$ cat src/rtl/delay_ctrl_pkg.sv
// Shared definitions for the delay-chain sharing arbiter: FSM state encoding
// and default sizing constants.
package delay_ctrl_pkg;

    typedef enum logic [1:0] {
        ST_IDLE = 2'd0,
        ST_RISE = 2'd1,
        ST_FALL = 2'd2,
        ST_ACK  = 2'd3
    } state_t;

    localparam int DEF_N_REQ       = 4;
    localparam int DEF_SYNC_STAGES = 2;
    localparam int DEF_TIMEOUT     = 255;

endpackage

$ cat src/rtl/sync_ff.sv
// Multi-flop synchronizer for a single asynchronous level; cleared by rst.
module sync_ff #(
    parameter int STAGES = 2
) (
    input  logic clk,
    input  logic rst,
    input  logic d_i,
    output logic q_o
);

    (* keep = "true", dont_touch = "true" *) logic [STAGES-1:0] sync_q;

    // Shift the raw level through STAGES flops; the oldest flop is the output.
    always_ff @(posedge clk) begin
        if (rst) begin
            sync_q <= '0;
        end else begin
            sync_q <= (sync_q << 1) | STAGES'(d_i);
        end
    end

    assign q_o = sync_q[STAGES-1];

endmodule

$ cat src/rtl/delay_share_arb.sv
// Round-robin arbiter sharing one self-timed delay chain among N_REQ
// requesters. A grant launches a rising edge into the chain, waits for it to
// come back, launches the falling edge, waits again, then acknowledges.
//
// Handshake: req[i] is a level held by requester i until it sees ack[i]
// (a one-cycle pulse). ack_err is meaningful only in the ack cycle. A req
// dropped before being granted is simply never granted; once granted the
// transaction always runs to its ack.
module delay_share_arb
    import delay_ctrl_pkg::*;
#(
    parameter int N_REQ       = DEF_N_REQ,
    parameter int SYNC_STAGES = DEF_SYNC_STAGES,
    parameter int TIMEOUT     = DEF_TIMEOUT
) (
    input  logic                                          clk,
    input  logic                                          rst,
    input  logic [N_REQ-1:0]                              req,
    output logic [N_REQ-1:0]                              ack,
    output logic                                          ack_err,
    output logic                                          dly_inR,
    input  logic                                          dly_outR,
    output logic                                          busy,
    output logic [((N_REQ > 1) ? $clog2(N_REQ) : 1)-1:0]  grant_id,
    output state_t                                        dbg_state
);

    localparam int GW = (N_REQ > 1) ? $clog2(N_REQ) : 1;
    localparam int CW = $clog2(TIMEOUT + 1);

    state_t            state_q, state_d;
    logic [GW-1:0]     grant_q, grant_d;
    logic [GW-1:0]     last_q, last_d;
    logic [CW-1:0]     cnt_q, cnt_d;
    logic              err_q, err_d;
    logic              dly_inR_q, dly_inR_d;
    logic              busy_q, busy_d;
    logic [N_REQ-1:0]  ack_q, ack_d;
    logic              ack_err_q, ack_err_d;

    logic              dly_s;
    logic              pick_valid;
    logic [GW-1:0]     pick;
    logic [GW-1:0]     cand;

    // Raw chain return is only ever seen through the synchronizer.
    sync_ff #(
        .STAGES (SYNC_STAGES)
    ) u_sync (
        .clk (clk),
        .rst (rst),
        .d_i (dly_outR),
        .q_o (dly_s)
    );

    // Round-robin search starting just after the last granted requester.
    // Scanning from farthest to nearest lets the nearest hit win.
    always_comb begin
        pick_valid = 1'b0;
        pick       = '0;
        cand       = '0;
        for (int k = N_REQ; k >= 1; k--) begin
            cand = GW'((int'(last_q) + k) % N_REQ);
            if (req[cand]) begin
                pick_valid = 1'b1;
                pick       = cand;
            end
        end
    end

    // Next-state logic for the FSM, timeout counter and error flag, plus the
    // next values of every registered output.
    always_comb begin
        state_d   = state_q;
        grant_d   = grant_q;
        last_d    = last_q;
        cnt_d     = cnt_q;
        err_d     = err_q;

        case (state_q)
            ST_IDLE: begin
                if (pick_valid) begin
                    grant_d = pick;
                    cnt_d   = '0;
                    err_d   = 1'b0;
                    state_d = ST_RISE;
                end
            end
            ST_RISE: begin
                if (dly_s) begin
                    cnt_d   = '0;
                    state_d = ST_FALL;
                end else if (cnt_q == CW'(TIMEOUT)) begin
                    // Give up on the rising edge and drain the chain anyway.
                    err_d   = 1'b1;
                    cnt_d   = '0;
                    state_d = ST_FALL;
                end else begin
                    cnt_d   = cnt_q + CW'(1);
                end
            end
            ST_FALL: begin
                if (!dly_s) begin
                    state_d = ST_ACK;
                end else if (cnt_q == CW'(TIMEOUT)) begin
                    err_d   = 1'b1;
                    state_d = ST_ACK;
                end else begin
                    cnt_d   = cnt_q + CW'(1);
                end
            end
            ST_ACK: begin
                last_d  = grant_q;
                state_d = ST_IDLE;
            end
            default: begin
                state_d = ST_IDLE;
            end
        endcase

        // Outputs are registered copies of what the next state implies.
        dly_inR_d = (state_d == ST_RISE);
        busy_d    = (state_d != ST_IDLE);
        ack_d     = '0;
        ack_err_d = 1'b0;
        if (state_d == ST_ACK) begin
            ack_d[grant_d] = 1'b1;
            ack_err_d      = err_d;
        end
    end

    // State and output registers; reset leaves requester 0 with top priority.
    always_ff @(posedge clk) begin
        if (rst) begin
            state_q   <= ST_IDLE;
            grant_q   <= '0;
            last_q    <= GW'(N_REQ - 1);
            cnt_q     <= '0;
            err_q     <= 1'b0;
            dly_inR_q <= 1'b0;
            busy_q    <= 1'b0;
            ack_q     <= '0;
            ack_err_q <= 1'b0;
        end else begin
            state_q   <= state_d;
            grant_q   <= grant_d;
            last_q    <= last_d;
            cnt_q     <= cnt_d;
            err_q     <= err_d;
            dly_inR_q <= dly_inR_d;
            busy_q    <= busy_d;
            ack_q     <= ack_d;
            ack_err_q <= ack_err_d;
        end
    end

    assign dly_inR   = dly_inR_q;
    assign busy      = busy_q;
    assign ack       = ack_q;
    assign ack_err   = ack_err_q;
    assign grant_id  = grant_q;
    assign dbg_state = state_q;

endmodule

$ cat config.mk
export PLATFORM = sky130hd
export DESIGN_NAME = delay_share_arb
export DESIGN_NICKNAME = d
export VERILOG_FILES = /design/src/rtl/delay_ctrl_pkg.sv /design/src/rtl/sync_ff.sv /design/src/rtl/delay_share_arb.sv
export SDC_FILE = /design/constraint.sdc
export NUM_CORES = 1
export LEC_CHECK = 0
export ABC_AREA = 1
export CAP_MARGIN = 5
export CORE_ASPECT_RATIO = 1.25
export CORE_MARGIN = 1
export CORE_UTILIZATION = 29
export DETAILED_ROUTE_END_ITERATION = 8
export PLACE_DENSITY = 0.52
export SLEW_MARGIN = 20
export SYNTH_ARGS = -nofsm -noshare
export SYNTH_HDL_FRONTEND = slang
export SYNTH_SLANG_ARGS = --single-unit
$ cat constraint.sdc
create_clock -name clk -period 2.61 [get_ports clk]
set_clock_uncertainty 0.15 [all_clocks]
set_input_delay 0.3915 -clock clk [delete_from_list [all_inputs] [get_ports clk]]
set_output_delay 0.3915 -clock clk [all_outputs]
set_load 0.02 [all_outputs]
# After elaboration in Yosys (flattened, before gate mapping)
# Cells that the tools add are included.
[word_totals] reg_bits=24 inputBits=7 output_inout_bits=11
[classes] addsub=5 n_lt_le_gt_ge=6 eq_ne=9 mux=37 n_bitwise=2 n_reduce_logical=6
[ops] operator="8-bit two-way mux" n=5
[ops] operator="8-bit one-hot mux with 3 select lines" n=1
[ops] operator="2-bit two-way mux" n=11
[ops] operator="2-bit by 3-bit less-than comparator with 1-bit output (second input constant)" n=5
[ops] operator="1-bit two-way mux" n=13
[ops] operator="8-bit by 1-bit adder with 8-bit output (second input constant)" n=1
[ops] operator="1-bit binary-select mux with 2-bit select" n=4
[ops] operator="8-bit == test (second input constant)" n=1
[ops] operator="2-bit one-hot mux with 4 select lines" n=1
[ops] operator="2-bit == test (second input constant)" n=3
[ops] operator="2-bit by 1-bit adder with 2-bit output (second input constant)" n=2
[ops] operator="2-bit adder (second input constant)" n=2
[ops] operator="2-bit by 1-bit == test with 1-bit output (second input constant)" n=2
[ops] operator="2-bit inequality test (second input constant)" n=2
[ops] operator="4-bit AND reduction" n=1
[ops] operator="1-bit one-hot mux with 3 select lines" n=1
[ops] operator="3-bit nonzero test" n=1
[ops] operator="1-bit demux with 2-bit select" n=1
[ops] operator="2-bit by 1-bit >= comparator with 1-bit output (second input constant)" n=1
[ops] operator="2-bit zero test" n=1
[ops] operator="2-bit by 1-bit inequality test with 1-bit output (second input constant)" n=1
[ops] operator="2-bit by 1-bit bitwise OR with 2-bit output" n=1
[ops] operator="2-bit nonzero test" n=1
[ops] operator="2-bit OR reduction" n=1
[ops] operator="other kinds (2)" n=2

# Longest topological paths before layout
# Gate-level depths: netlist of run 1.
[depth] ltp_word=13 mapped_depth=14 ltp_nobuf=13

# Modules after synthesis
# Synthesis of run 1 repeated with hierarchy kept, for this count alone.
[hier_totals] cells_unflattened=237 area_unflattened_um2=1517.7
[by_module_without_submodules] module="delay_share_arb" instances=1 cells_per_inst=230 area_per_inst_um2=1455.1 seq_area_each_um2=440.4
[by_module_without_submodules] module="sync_ff" instances=1 cells_per_inst=7 area_per_inst_um2=62.6 seq_area_each_um2=40.0

# Worst setup path before layout of run 1
# OpenSTA, ideal clock, no wires.
[synth_path] path_type="register to register" startpoint="register state_q[0] (netlist: dbg_state[0])" endpoint="register cnt_q[7]" setup_ns=0.114 t_arrival_ns=1.732 setup_slack_ns=0.614 path_stages_with_launch=9 path_cell_list="dfxtp_1 > inv_1 > ha_1 > or3_1 > nand3_4 > buf_6 > nand2_1 > nand2_1 > nor2_1"
[synth_between] elab_chain_len=3 word_cells_on_any_way=9 cone_classes="eq/ne (5); mux (1); reduce/logical (3)"
[synth_lines] item="from (decl)" line_no="delay_share_arb.sv:31" source="state_t state_q, state_d;"
[synth_lines] item="from (signal assigned)" line_no="delay_share_arb.sv:145" source="state_q <= state_d;"
[synth_lines] item="2-bit == test (tied with other cells)" line_no="delay_share_arb.sv:80" source="case (state_q)"
[synth_lines] item="2-bit by 1-bit inequality test with 1-bit output (no source line) (tied with other cells)"
[synth_lines] item="4-bit AND reduction (no source line)"
[synth_lines] item="to (signal assigned)" line_no="delay_share_arb.sv:148" source="cnt_q <= cnt_d;"
[synth_lines] item="to (decl)" line_no="delay_share_arb.sv:34" source="logic [CW-1:0] cnt_q, cnt_d;"
# Several ways; a longest one is shown, not always the timed one.
# A chain may end at the register's enable or synchronous reset.

# Worst setup path after layout of run 1
[layout_path] startpoint="register state_q[1] (netlist: dbg_state[1])" endpoint="register cnt_q[2]"
# Same word-level chain as after synthesis.

==> flow_summary.toml, run 1 <==
[clock_tree]
cts_buffers = 3
clockBufferDepth = 2
cts_root_buf = "clkbuf_8"
tritoncts = "done"
clkSlewWorstSetupHoldPaths_ns = 0.09
postCtsHoldBufs = 0
ctsResizeCount = 0
cts_setup_buffers = 0
cts-htree-levels = 1
clock-sinks = 24
insertion_delay_ns = 0.27

[detailed_routing]
dr.pass1.iters = 4
postRouteWirelength_um = 2850
ant_nets = 0
vias = 1280
detail_route.vias_per_cell = 4.34
drtIter0Drc = 82
post_drt_wl_per_cell_um = 9.67
drc = 0

[timing]
max_freq_ghz = 0.486
slew_violations = 0
finalCritPeriodShare_pct = 78.9
holdWs_ns = 0.261
setup_violations = 0
setup_tns_ns = 0
rsz0062_at_grt = "false"
hold_viol = 0
fin_crit_ns = 2.06
worst_slack_ns = 0.551
relSlewSlack_pct = 66.7
worst_pin_slew_ns = 0.496

[yosys]
synth_seq_cells = 24
yosys_warnings = 0
synth_top_family_by_area = "simple AND/OR/NAND/NOR gates"
synthCells = 216
synth_fa_ha_area_share_pct = 5.11
syn_area_per_cell_um2 = 6.81
seq_area_frac_synth_pct = 32.7
synth.net_count = 229
synth_compound_area_share_pct = 10.1
synth_area_um2 = 1470
synthMuxAreaShare_pct = 0
ys_types = 26
yosys.area_share.simple_pct = 40.4
synth_xor_area_share_pct = 0.596

[die]
num_rows = 28
die_y_um = 81.6
die_x_um = 65.7
coreArea_um2 = 4800
ioPinCount = 18
die_area_um2 = 5360
start_util_pct = 30.6

[final_layout]
final_cell_mix = "nand2_1 (52), inv_1 (32), nor2_1 (29)"
fin_nets = 249
final_common_cell = "nand2_1"
antenna_cells = 0
finalCoreUtilization_pct = 36.8
drive_above_1_share_pct = 14.0
final_area_um2 = 1770
fin_cells = 295
synthToLayoutAreaGrowth_pct = 20.3

[worst_setup_path]
r2r-start = "dbg_state[1]$_SDFF_PP0_"
arrival_ns = 2.12
path_cells = "inv_1 -> ha_1 -> nor2_1 -> nor3b_1 -> o21ai_1 -> nor3b_1 -> o21ai_1 -> nor2_1"
cp.required_ns = 2.67
path_delay_family = "simple AND/OR/NAND/NOR gates"
cpPeakStageDelay_ns = 0.38
reg2reg_slack_ns = 0.55
r2r-end = "cnt_q[2]$_SDFFE_PP0P_"
worstSetupStartpointType = "register"
setup.worst_path.start = "dbg_state[1]$_SDFF_PP0_"
crit_path_end = "cnt_q[2]$_SDFFE_PP0P_"
cp-end-kind = "register"
cp_num_cells = 8
worst-path-buf-inv = 1
crit_fanout = 7
cpMaxStageDelayCell = "dfxtp_1"
worst-setup-path-type = "reg2reg"
r2r_cells = 8

[run_status]
status = "complete, no violations"

[place]
place_ws_ns = 0.461
place_inst = 291
place_congestion = 0.802
dpl_cell_area_um2 = 1700
port_buffers = 17
dp_hpwl_um = 2200

[pwr]
power_mw = 0.874
peakVddDrop_v = 0.000328
p_leak_nw = 0.790
cellPowerDensity_nw_per_um2 = 494

[run]
max_cap_viol_count = 0

[global_routing]
grt_use_total_pct = 12.3
grt_pass1_wl_um = 5130
antenna_found_initial = 0
grt_overflow = 0
grt_max_degree = 15
grt_pass1_vias = 1240

[hold_path]
min_path_type = "reg2reg"
[layer usage]
| layer | global-route usage [%] | wire, um | part of all wire (%) |
|---|---|---|---|
| met1 | 13.5 | 1270 | 45 |
| met2 | 23.2 | 1460 | 51 |
| met3 | 2.50 | 92 | 3.2 |
| met4 | 3.91 | 29 | 1.0 |
| met5 | 0 | 0 | 0 |
[cell type report]
type                       count  area, um^2
multi-input combinational    154         827
timing repair buffer          18         178
inverter                      35         136
fill                         538        3030
tap                           60        75.1
sequential                    24         480
clock buffer                   3        41.3
clock inverter                 1        30.0
[how the worst min path moves through the flow]
stage,cells past startpoint,from,end,slack [ns]
after floorplan,2,u_sync.sync_q[0]$_SDFF_PP0_,u_sync.sync_q[1]$_SDFF_PP0_,0.24
after global placement,2,u_sync.sync_q[0]$_SDFF_PP0_,u_sync.sync_q[1]$_SDFF_PP0_,0.25
after detailed placement,2,u_sync.sync_q[0]$_SDFF_PP0_,u_sync.sync_q[1]$_SDFF_PP0_,0.25
after CTS,2,u_sync.sync_q[0]$_SDFF_PP0_,u_sync.sync_q[1]$_SDFF_PP0_,0.26
after global routing,2,u_sync.sync_q[0]$_SDFF_PP0_,u_sync.sync_q[1]$_SDFF_PP0_,0.30
final,2,u_sync.sync_q[0]$_SDFF_PP0_,u_sync.sync_q[1]$_SDFF_PP0_,0.26
[synth_stat cells]
cell type | instances | area share (%)
ha_1 | 6 | 5.1
a21oi_2 | 2 | 1.2
nor2_2 | 6 | 2.6
nand4_1 | 3 | 1.3
or3_1 | 1 | 0.43
clkbuf_1 | 1 | 0.26
nand2_2 | 11 | 4.7
buf_6 | 2 | 1.5
o21ai_1 | 6 | 2.0
nand3b_1 | 1 | 0.51
o21ai_4 | 1 | 1.1
inv_6 | 1 | 0.60
nor2_1 | 29 | 7.4
inv_1 | 32 | 8.2
dfxtp_1 | 24 | 33
xor2_1 | 1 | 0.60
nor3b_1 | 2 | 1.0
inv_2 | 2 | 0.51
a21oi_1 | 7 | 2.4
nor4_1 | 1 | 0.43
nor2_4 | 2 | 1.5
nand3_1 | 11 | 3.7
nand3_4 | 3 | 3.6
o21bai_1 | 2 | 1.0
nand2_1 | 52 | 13
o21ai_0 | 7 | 2.4
[power by group]
part	total, mW	switching (mW)	internal, mW	leakage [nW]
sequential	0.391	0.0120	0.379	0.195
combinational	0.155	0.0936	0.0610	0.559
clock	0.328	0.123	0.205	0.0357
total	0.874	0.228	0.645	0.790
[flip-flops by register name, indices dropped and copies added (netlist names)]
register,flops
ack,4
ack_err,1
busy,1
cnt_q,8
dbg_state,2
dly_inR,1
err_q,1
grant_id,2
last_q,2
u_sync.sync_q,2
[worst register-to-register path: stages, from the launching register on]
cell and delay [ns]:
dfxtp_1 0.38, inv_1 0.18, ha_1 0.27, nor2_1 0.08
nor3b_1 0.26, o21ai_1 0.24, nor3b_1 0.25, o21ai_1 0.09
nor2_1 0.10
[logic make-up after synthesis]
| group | count (synthesis) |
|---|---|
| compound gates | 25 |
| buf+inv | 38 |
| xor+xnor | 1 |
| flops | 24 |
| fa+ha+maj | 6 |
| simple gates | 122 |
Note: power is estimated with default switching activity, not from simulation.
==> inputs of run 2 (changes only) <==
clock period = 2 ns   (was 2.61 ns; I/O delays follow)
==> run 2 against run 1 <==
Compared with the run above:
- routed wire length up 9.3%
- worst hold slack lost 0.0040 ns
- count of clock-buffer cells in the layout up 1
- cell area is 8.7% higher
- highest routed layer unchanged
==> flow_summary.toml, run 2 (synthesis gave the netlist of run 1 again) <==
[place]
dp_hpwl_um = 2410
place_congestion = 0.822
place_inst = 309
dpl_cell_area_um2 = 1830
port_buffers = 17

[worst_setup_path]
cpPeakStageDelay_ns = 0.35
arrival_ns = 1.88
worstSetupStartpointType = "register"
cp.required_ns = 2.06
worst-setup-path-type = "reg2reg"
cpMaxStageDelayCell = "dfxtp_1"
worst-path-buf-inv = 2
cp-end-kind = "register"
crit_fanout = 4
path_cells = "inv_1 -> ha_1 -> nor2_1 -> nor3b_2 -> o21ai_1 -> buf_4 -> nor3b_1 -> o21ai_1 -> nor2_1"
path_delay_family = "simple AND/OR/NAND/NOR gates"

[hold_path]
min_path_type = "reg2reg"

[global_routing]
grt_pass1_vias = 1336
grt_overflow = 0
grt_use_total_pct = 12.8
grt_pass1_wl_um = 5380
antenna_found_initial = 0
grt_max_degree = 15

[die]
die_y_um = 81.6
ioPinCount = 18
die_area_um2 = 5360
num_rows = 28
start_util_pct = 30.6
coreArea_um2 = 4800
die_x_um = 65.7

[timing]
finalCritPeriodShare_pct = 91.3
worst_pin_slew_ns = 0.346
hold_viol = 0
relSlewSlack_pct = 76.9
setup_violations = 0
holdWs_ns = 0.257
max_freq_ghz = 0.548
slew_violations = 0
fin_crit_ns = 1.83

[detailed_routing]
drtIter0Drc = 61
post_drt_wl_per_cell_um = 9.92
ant_nets = 0
postRouteWirelength_um = 3120
detail_route.vias_per_cell = 4.37
dr.pass1.iters = 4
vias = 1372
drc = 0

[clock_tree]
cts_buffers = 3
cts_root_buf = "clkbuf_8"
insertion_delay_ns = 0.27
clock-sinks = 24
ctsResizeCount = 0
clockBufferDepth = 2
clkSlewWorstSetupHoldPaths_ns = 0.08
cts_setup_buffers = 0
postCtsHoldBufs = 0
tritoncts = "done"
cts-htree-levels = 1

[run]
max_cap_viol_count = 0

[final_layout]
synthToLayoutAreaGrowth_pct = 30.7
fin_cells = 314
largest_reg_flops = 8
final_area_um2 = 1920
final_common_cell = "nand2_1"
final_cell_mix = "nand2_1 (51), inv_1 (32), nor2_1 (28)"
regMostFlops = "cnt_q"
drive_above_1_share_pct = 22.8
antenna_cells = 0
finalCoreUtilization_pct = 40.0
fin_nets = 268

[pwr]
cellPowerDensity_nw_per_um2 = 561
p_leak_nw = 0.887
peakVddDrop_v = 0.000219
power_mw = 1.08

[run_status]
status = "complete, no violations"
## run 2: cell count changes in the layout (fill, tap and decap cells not counted), sizes merged
cell,change
buf,+18
nand3,+1
clkbuf,+1
bufinv,-1
## run 2: final timing paths
path | startpoint | end | slack [ns] | depth (start not counted)
max reg2reg | dbg_state[1]$_SDFF_PP0_ | cnt_q[2]$_SDFFE_PP0P_ | 0.17 | 9
max | dbg_state[1]$_SDFF_PP0_ | cnt_q[2]$_SDFFE_PP0P_ | 0.17 | 9
min reg2reg | u_sync.sync_q[0]$_SDFF_PP0_ | u_sync.sync_q[1]$_SDFF_PP0_ | 0.26 | 2
min | u_sync.sync_q[0]$_SDFF_PP0_ | u_sync.sync_q[1]$_SDFF_PP0_ | 0.26 | 2
## run 2: report_power, final
| group | internal, mW | switching [mW] | total, mW |
|---|---|---|---|
| combinational | 0.105 | 0.137 | 0.242 |
| clock | 0.176 | 0.154 | 0.330 |
| sequential | 0.495 | 0.0127 | 0.507 |
| total | 0.776 | 0.303 | 1.08 |
## run 2: per-stage QoR
| stage | setup TNS [ns] | setup WS, ns |
|---|---|---|
| 3_5_place_dp | -0.512 | -0.0681 |
| 4_1_cts | 0 | 0.0597 |
| 5_1_grt | -0.0208 | -0.0208 |
| 3_3_place_gp | -0.406 | -0.0712 |
| 2_1_floorplan | 0 | 0.00448 |
| 6_report | 0 | 0.175 |
## run 2: worst reg2reg max path: cells and delay by family (launching register included)
| kind | cells | cell delay, ns |
|---|---|---|
| buf+inv | 2 | 0.28 |
| flops | 1 | 0.35 |
| compound gates | 2 | 0.20 |
| fa+ha+maj | 1 | 0.22 |
| simple gates | 4 | 0.57 |
## run 2: cell type report
type	instances	area, um^2
clock buffers	4	55.1
well taps	60	75.1
fillers	505	2880
multi-input cells	155	860
repair buffers	36	313
flip-flops and latches	24	483
inverters	35	136
## run 2: routing by layer
layer / vias to the layer above / wire, um / GRT usage (%)
li1: 748 / - / -
met1: 600 / 1410 / 14.4
met2: 19 / 1590 / 24.3
met3: 5 / 71 / 1.25
met4: 0 / 46 / 5.22
met5: - / 0 / 0
==> inputs of run 3 (changes only) <==
CTS_CLUSTER_SIZE = 8   (was not set)
TNS_END_PERCENT = 10   (was not set)
==> results of run 3 <==
Final layout, timing and power as in run 2 (identical DEF).
